<file path="src/rtl/uart_rx_frame_if.sv">
// Result bundle produced by uart_rx_frame: the received byte, its strobe, busy and error pulses.
// The master side is the receiver; the slave side is the downstream consumer.
interface uart_rx_frame_if;
    logic [7:0] rx_data;
    logic       rx_done;
    logic       rx_busy;
    logic       frame_err;
    logic       parity_err;

    modport master (
        output rx_data,
        output rx_done,
        output rx_busy,
        output frame_err,
        output parity_err
    );

    modport slave (
        input rx_data,
        input rx_done,
        input rx_busy,
        input frame_err,
        input parity_err
    );
endinterface

</file>
<file path="src/rtl/uart_rx_frame.sv">
// UART receiver: synchronizes uart_rxd, samples 8N1 frames mid-bit and strobes each good byte.
// Define UART_RX_PARITY_EN to receive 8E1 frames with a live parity_err pulse.
module uart_rx_frame #(
    parameter int CLK_FREQ   = 50_000_000,
    parameter int UART_BPS   = 115200,
    parameter int BIT_CYCLES = CLK_FREQ / UART_BPS
) (
    input  logic            clk,
    input  logic            sys_rst_n,
    input  logic            uart_rxd,
    uart_rx_frame_if.master rx_if
);
    localparam int                CNT_W     = $clog2(BIT_CYCLES);
    localparam logic [CNT_W-1:0] HALF_LAST = CNT_W'(BIT_CYCLES / 2 - 1);
    localparam logic [CNT_W-1:0] BIT_LAST  = CNT_W'(BIT_CYCLES - 1);

    typedef enum logic [2:0] {
        IDLE  = 3'd0,
        START = 3'd1,
        DATA  = 3'd2,
        STOP  = 3'd3,
        BREAK = 3'd4
`ifdef UART_RX_PARITY_EN
        , PARITY = 3'd5
`endif
    } state_t;

    logic             sync1, sync2, prev;
    logic             start_edge;
    state_t           state, state_nx;
    logic [CNT_W-1:0] cnt, cnt_nx;
    logic [2:0]       bit_idx, bit_idx_nx;
    logic [7:0]       shift, shift_nx;
    logic [7:0]       data_q, data_nx;
    logic             done_q, done_nx;
    logic             ferr_q, ferr_nx;
    logic             busy_q, busy_nx;
`ifdef UART_RX_PARITY_EN
    logic             par_bad, par_bad_nx;
    logic             perr_q, perr_nx;
`endif

    // The line idles high, so presetting the synchronizer to 1 prevents a false start after reset.
    assign start_edge = prev & ~sync2;

    always_comb begin
        // NOTE: every output of this block gets a default first so no path leaves it unassigned (no latches).
        state_nx   = state;
        cnt_nx     = cnt + 1'b1;
        bit_idx_nx = bit_idx;
        shift_nx   = shift;
        data_nx    = data_q;
        done_nx    = 1'b0;
        ferr_nx    = 1'b0;
`ifdef UART_RX_PARITY_EN
        par_bad_nx = par_bad;
        perr_nx    = 1'b0;
`endif
        unique case (state)
            IDLE: begin
                cnt_nx = '0;
                if (start_edge) state_nx = START;
            end
            START: begin
                if (cnt == HALF_LAST) begin
                    cnt_nx = '0;
                    if (sync2) begin
                        state_nx = IDLE;
                    end else begin
                        state_nx   = DATA;
                        bit_idx_nx = '0;
                    end
                end
            end
            DATA: begin
                if (cnt == BIT_LAST) begin
                    cnt_nx            = '0;
                    shift_nx[bit_idx] = sync2;
                    bit_idx_nx        = bit_idx + 1'b1;
                    if (bit_idx == 3'd7) begin
`ifdef UART_RX_PARITY_EN
                        state_nx = PARITY;
`else
                        state_nx = STOP;
`endif
                    end
                end
            end
`ifdef UART_RX_PARITY_EN
            PARITY: begin
                if (cnt == BIT_LAST) begin
                    cnt_nx     = '0;
                    par_bad_nx = (sync2 != ^shift);
                    state_nx   = STOP;
                end
            end
`endif
            STOP: begin
                // Leaving at mid stop bit leaves half a bit to catch a back-to-back start edge.
                if (cnt == BIT_LAST) begin
                    cnt_nx = '0;
                    if (!sync2) begin
                        ferr_nx  = 1'b1;
                        state_nx = BREAK;
`ifdef UART_RX_PARITY_EN
                    end else if (par_bad) begin
                        perr_nx  = 1'b1;
                        state_nx = IDLE;
`endif
                    end else begin
                        done_nx  = 1'b1;
                        data_nx  = shift;
                        state_nx = IDLE;
                    end
                end
            end
            BREAK: begin
                cnt_nx = '0;
                if (sync2) state_nx = IDLE;
            end
            default: begin
                cnt_nx   = '0;
                state_nx = IDLE;
            end
        endcase
        busy_nx = (state_nx != IDLE);
    end

    always_ff @(posedge clk or negedge sys_rst_n) begin
        if (!sys_rst_n) begin
            sync1   <= 1'b1;
            sync2   <= 1'b1;
            prev    <= 1'b1;
            state   <= IDLE;
            cnt     <= '0;
            bit_idx <= '0;
            shift   <= '0;
            data_q  <= '0;
            done_q  <= 1'b0;
            ferr_q  <= 1'b0;
            busy_q  <= 1'b0;
`ifdef UART_RX_PARITY_EN
            par_bad <= 1'b0;
            perr_q  <= 1'b0;
`endif
        end else begin
            // NOTE: non-blocking assignments so every register samples pre-edge values.
            sync1   <= uart_rxd;
            sync2   <= sync1;
            prev    <= sync2;
            state   <= state_nx;
            cnt     <= cnt_nx;
            bit_idx <= bit_idx_nx;
            shift   <= shift_nx;
            data_q  <= data_nx;
            done_q  <= done_nx;
            ferr_q  <= ferr_nx;
            busy_q  <= busy_nx;
`ifdef UART_RX_PARITY_EN
            par_bad <= par_bad_nx;
            perr_q  <= perr_nx;
`endif
        end
    end

    assign rx_if.rx_data   = data_q;
    assign rx_if.rx_done   = done_q;
    assign rx_if.rx_busy   = busy_q;
    assign rx_if.frame_err = ferr_q;
`ifdef UART_RX_PARITY_EN
    assign rx_if.parity_err = perr_q;
`else
    assign rx_if.parity_err = 1'b0;
`endif
endmodule
</file>
<file path="src/flat_wrapper.sv">
// flat-port wrapper written by rule: the top's interface ports become plain ports
module uart_rx_frame_flat 
#(
    parameter int CLK_FREQ   = 50_000_000,
    parameter int UART_BPS   = 115200,
    parameter int BIT_CYCLES = CLK_FREQ / UART_BPS
)
  (clk, sys_rst_n, uart_rxd, rx_if_rx_data, rx_if_rx_done, rx_if_rx_busy, rx_if_frame_err, rx_if_parity_err);
  uart_rx_frame_if rx_if_i ();
  input  logic clk;
  input  logic sys_rst_n;
  input  logic uart_rxd;
  output wire logic [$bits(rx_if_i.rx_data)-1:0] rx_if_rx_data;
  output wire logic [$bits(rx_if_i.rx_done)-1:0] rx_if_rx_done;
  output wire logic [$bits(rx_if_i.rx_busy)-1:0] rx_if_rx_busy;
  output wire logic [$bits(rx_if_i.frame_err)-1:0] rx_if_frame_err;
  output wire logic [$bits(rx_if_i.parity_err)-1:0] rx_if_parity_err;
  assign rx_if_rx_data = rx_if_i.rx_data;
  assign rx_if_rx_done = rx_if_i.rx_done;
  assign rx_if_rx_busy = rx_if_i.rx_busy;
  assign rx_if_frame_err = rx_if_i.frame_err;
  assign rx_if_parity_err = rx_if_i.parity_err;
  uart_rx_frame #(.CLK_FREQ(CLK_FREQ), .UART_BPS(UART_BPS), .BIT_CYCLES(BIT_CYCLES)) u_core (.clk(clk), .sys_rst_n(sys_rst_n), .uart_rxd(uart_rxd), .rx_if(rx_if_i));
endmodule
</file>
<file path="config.mk">
export PLATFORM = sky130hd
export DESIGN_NAME = uart_rx_frame_flat
export DESIGN_NICKNAME = d
export VERILOG_FILES = /design/src/rtl/uart_rx_frame_if.sv /design/src/rtl/uart_rx_frame.sv /design/src/flat_wrapper.sv
export SDC_FILE = /design/constraint.sdc
export NUM_CORES = 1
export LEC_CHECK = 0
export CAP_MARGIN = 20
export CORE_UTILIZATION = 50
export DETAILED_ROUTE_END_ITERATION = 8
export GPL_TIMING_DRIVEN = 0
export PLACE_DENSITY = 0.71
export SETUP_SLACK_MARGIN = 0.1
export SYNTH_ARGS = -nofsm -noshare
export SYNTH_HDL_FRONTEND = slang
export SYNTH_SLANG_ARGS = --single-unit
</file>
<file path="constraint.sdc">
create_clock -name clk -period 3.3 [get_ports clk]
set_input_delay 0.66 -clock clk [delete_from_list [all_inputs] [get_ports clk]]
set_output_delay 0.66 -clock clk [all_outputs]
set_load 0.01 [all_outputs]
</file>
=== After elaboration in Yosys (flattened, before gate mapping) ===
Cells that the tools add are included.

* Flip-flop bits (word level): 37
* Latch bits: 0
* RAM bits: 0
* ROM bits: 0
* Output and inout port bits: 12
* Memories kept: 0

* $add $sub $neg: 2
* Multiply operators: 0
* Div/mod/pow operators: 0
* Magnitude comparators: 2
* Eq/ne operators: 10
* Shifts and indexed selects: 0
* Muxes and demuxes: 25
* Bitwise gates (word level): 2
* Reduce and logical (&&, ||, !) cells: 8

{| class="wikitable"
|+ Operators with widths
! kind !! number
|-
| 2-to-1 mux 3 bit || 10
|-
| 2-to-1 mux 9 bit || 2
|-
| case mux 9 bit (2 select lines) || 1
|-
| case mux 3 bit (5 select lines) || 1
|-
| adder 9 x 1 -> 9 bit (second input constant) || 1
|-
| equality test 9 x 8 -> 1 bit (second input constant) || 1
|-
| equality test 9 bit (second input constant) || 1
|-
| bitwise mux 8 bit || 1
|-
| 2-to-1 mux 1 bit || 7
|-
| equality test 3 x 2 -> 1 bit (second input constant) || 2
|-
| equality test 3 bit (second input constant) || 2
|-
| case mux 3 bit (2 select lines) || 1
|-
| < comparator 3 x 4 -> 1 bit (second input constant) || 1
|-
| != test 2 x 1 -> 1 bit (second input constant) || 2
|-
| AND reduction 4 bit || 1
|-
| adder 3 x 1 -> 3 bit (second input constant) || 1
|-
| demux 1 bit (select 3 bit) || 1
|-
| equality test 3 x 1 -> 1 bit (second input constant) || 1
|-
| >= comparator 3 x 1 -> 1 bit (second input constant) || 1
|-
| logical NOT 3 bit || 1
|-
| AND reduction 3 bit || 1
|-
| nonzero test 3 bit || 1
|-
| 2-to-1 mux 2 bit || 1
|-
| != test 2 bit (second input constant) || 1
|-
| 6 further kinds || 6
|}

=== Depth between registers and ports, before layout ===
* Depth after elaboration: 5
* Mapped depth: 7

=== Worst setup path before layout ===
OpenSTA, ideal clock, no wires.

* Path type: reg-to-reg
* Start point: register u_core.cnt[1]
* End point: register u_core.data_q[0] (netlist: u_core.rx_if.rx_data[0])
* Library setup time: 0.125 ns
* Data arrival time: 1.686 ns
* Required time: 3.175 ns
* Slack: 1.489 ns
* Stages on the path, launching flop included: 7
* Path through: dfrtp_1 > inv_1 > ha_1 > and4bb_2 > nand4_2 > nor3_4 > mux2_2

* Longest elaborated chain between the ends: 2

{| class="wikitable"
|+ RTL lines
! element !! line !! RTL
|-
| from (decl) || uart_rx_frame.sv:31 || <nowiki>logic [CNT_W-1:0] cnt, cnt_nx;</nowiki>
|-
| from (signal assigned) || uart_rx_frame.sv:152 || <nowiki>cnt <= cnt_nx;</nowiki>
|-
| equality test 9 bit || uart_rx_frame.sv:100 || <nowiki>if (cnt == BIT_LAST) begin</nowiki>
|-
| AND reduction 3 bit (no source line) || - ||
|-
| to (signal assigned) || uart_rx_frame.sv:155 || <nowiki>data_q <= data_nx;</nowiki>
|-
| to (decl) || uart_rx_frame.sv:34 || <nowiki>logic [7:0] data_q, data_nx;</nowiki>
|}

No other way between the ends.
A chain may end at the register's enable or synchronous reset.

=== Worst setup path in the final report ===
* Start point: register u_core.cnt[1]
* End point: register u_core.data_q[1] (netlist: u_core.rx_if.rx_data[1])

The elaborated chain is that of the path after synthesis.

==> metrics.cfg <==
[outcome]
status = completed

[clock_network]
post_cts_buffers = 0
cts_max_level = 2
cts_tree = built
clk_path_buf_depth = 2
clock_sinks = 37
clock_latency_ns = 0.33
cts_resized = 0
cts.clk_slew.worst_paths_ns = 0.10
cts_root_buffer = clkbuf_4
ctsHoldBuffers = 0
cts_buffers = 5

[synthesis]
synth-edff-count = 0
syn_inst = 143
syn_avg_cell_area_um2 = 12.2
synth_top_cell_area_share = 0.489
yosys_warnings = 0
ys.flop_type = dfrtp_1
synth_cell_types = 39
ys_seq_area_frac = 0.534
synth_nets = 151
ys_ff_latch = 37
synth_area_leader_cell = dfrtp_1
netlist_area_um2 = 1740
postSynth.asyncResetShare = 1.00
synthTopCellsByArea = dfrtp_1 49%, mux2_2 11%, dfstp_2 4.5%

[route]
antenna_left = 0
vias_per_cell = 5.51
wl_mm = 2.83
drt_iter0_drc = 57
drc = 0
wl_per_cell_um = 13.5
via_count = 1158
first_pass_iters = 4

[placement]
post-place-ws_ns = 1.26
port_buffers = 13
place.detailed.hpwl_mm = 1.96
routabilityCongestion = 0.838
placed_area_um2 = 1920

[cells_and_area]
fill_cells = 292
ff_latch_area_um2 = 930
n_antenna_cell = 0
multi_input_area_um2 = 766
finish.instance_area_um2 = 2010
area_growth_pct = 15.4
nets = 171
final_util = 0.602
drive_gt1_frac = 0.238

[grt]
grt_pass1_vias = 1002
overflow = 0
grt_pass1_wl_mm = 4.71
grtUsageTotal = 0.178
antenna_found_initial = 0
grt_max_degree = 38

[sta]
finalHoldViolations = 0
fin_tns_setup_ns = 0
clock_skew_ns = 0.00311
timing.final.crit_share = 0.617
finalMaxSlewViolations = 0
period_needed_ns = 2.03
fin_ws_ns = 1.27
slew_headroom = 0.471
whs_ns = 0.362
tightest_slew_ns = 0.794
finalSetupViolCount = 0
fmax_mhz = 491
rsz0062_at_grt = no

[job]
max_cap_violations = 0

[floorplan]
num_rows = 21
dieHeight_um = 61.0
die_x_um = 61.0
die-area_um2 = 3720
ios = 15
initial_utilization = 0.522
coreArea_um2 = 3340

[setup_path]
worstPathArrival_ns = 2.26
critPathMaxStageDelay_ns = 0.46
path_cells = inv_1 > ha_1 > and4bb_2 > nand4_2 > nor3_4 > mux2_2
worst_setup_path_start_kind = register
crit_slowest_cell = nor3_4
critPathCaptureType = register
crit_fanout = 8
crit_required_ns = 3.53
critical_path_class = reg -> reg

[hold_path]
hold_class = reg -> reg

[power]
power.density_nw_per_um2 = 488
p_leak_nw = 0.903
vdd_ir_drop_max_mv = 0.333

## final timing paths
kind	start	to	slack, ns	cells after the start
min in group asynchronous	sys_rst_n	u_core.state[2]	0.39	1
worst max-delay path	u_core.cnt[1]	u_core.rx_if.rx_data[1]	1.27	6
worst max register to register	u_core.cnt[1]	u_core.rx_if.rx_data[1]	1.27	6
worst min register to register	u_core.sync1	u_core.sync2	0.36	0
worst min-delay path	u_core.sync1	u_core.sync2	0.36	0
max in group asynchronous	sys_rst_n	u_core.rx_if.rx_data[3]	2.40	1
## state kept, by name, summed over array words and instances, names as in the netlist
name / cells
u_core.prev: 1
u_core.shift: 8
u_core.cnt: 9
u_core.rx_if.rx_done: 1
u_core.sync2: 1
u_core.sync1: 1
u_core.state: 3
u_core.rx_if.frame_err: 1
u_core.rx_if.rx_data: 8
u_core.bit_idx: 3
u_core.rx_if.rx_busy: 1
## worst max-delay path, delay by kind of cell, from the launching register on
family | cells | cell delay, ns
AND/OR/NAND/NOR | 3 | 0.90
flip-flops | 1 | 0.41
multiplexers | 1 | 0.38
adder cells (fa/ha/maj) | 1 | 0.14
buffers and inverters | 1 | 0.08
## report_power, final
part / switching [W] / leakage, nW / internal [W] / total [W]
combinational: 0.0000669 / 0.365 / 0.0000545 / 0.000121
clock: 0.000143 / 0.0455 / 0.000181 / 0.000324
sequential: 0.0000472 / 0.492 / 0.000489 / 0.000536
## cells in the final DEF (no fill, tap or decap), types with 2 or more instances in the layout
| cell | synthesis | final |
|---|---|---|
| dfrtp_1 | 34 | 34 |
| buf_2 | 1 | 2 |
| buf_4 | 2 | 2 |
| nor3_1 | 3 | 3 |
| nand4b_1 | 4 | 4 |
| clkdlybuf4s50_1 | 0 | 12 |
| mux2_2 | 17 | 17 |
| clkbuf_1 | 3 | 4 |
| and4bb_2 | 4 | 4 |
| o21ai_0 | 3 | 3 |
| inv_1 | 4 | 4 |
| clkbuf_4 | 0 | 5 |
| nor2b_1 | 5 | 5 |
| xnor2_1 | 5 | 5 |
| xor2_1 | 2 | 2 |
| a22o_1 | 2 | 2 |
| dfstp_2 | 3 | 3 |
| nand2_1 | 6 | 6 |
| nor2_1 | 13 | 13 |
| nand3_1 | 5 | 5 |
| a311oi_1 | 2 | 2 |
| ha_1 | 5 | 5 |
| nand4_1 | 2 | 2 |
## final cells by class
class / instances / area share
Tap cell: 46 / 0.0286
Clock buffer: 7 / 0.0274
Inverter: 4 / 0.00747
Clock inverter: 1 / 0.0149
Buffer: 6 / 0.0156
Sequential cell: 37 / 0.463
Multi-Input combinational cell: 96 / 0.381
Timing Repair Buffer: 13 / 0.0623
## kinds of logic (layout without fill, tap and decap cells)
| logic type | Yosys count | after routing | synth area share |
|---|---|---|---|
| AO/OA/AOI/OAI | 13 | 13 | 0.0596 |
| XOR/XNOR | 7 | 7 | 0.0352 |
| adder cells (fa/ha/maj) | 5 | 5 | 0.0359 |
| buffers and inverters | 10 | 31 | 0.0266 |
| flip-flops | 37 | 37 | 0.534 |
| multiplexers | 18 | 18 | 0.116 |
| other | 1 | 1 | 0.00215 |
| AND/OR/NAND/NOR | 52 | 52 | 0.191 |
## metal layers
layer | GRT usage | wire, um | vias up | share of wire
met4 | 0.0682 | 48 | 0 | 0.017
li1 | - | - | 558 | -
met3 | 0.0630 | 97 | 5 | 0.034
met5 | 0 | 0 | - | 0
met2 | 0.248 | 1300 | 19 | 0.46
met1 | 0.254 | 1390 | 576 | 0.49
## synthesized netlist by cell type, types with 2 or more instances
master and count:
a22o_1 2, a311oi_1 2, and4bb_2 4, buf_4 2, clkbuf_1 3, dfrtp_1 34
dfstp_2 3, ha_1 5, inv_1 4, mux2_2 17, nand2_1 6, nand3_1 5
nand4_1 2, nand4b_1 4, nor2_1 13, nor2b_1 5, nor3_1 3, o21ai_0 3
xnor2_1 5, xor2_1 2
## per-stage QoR
step / total power (W) / instances
final: 0.000981 / 210
after global routing: 0.00104 / 210
after global placement: 0.000659 / 202
after detailed placement: 0.000666 / 202
after CTS: 0.000994 / 210
after floorplan: 0.000619 / 143
Note: power is estimated with default switching activity, not from simulation.
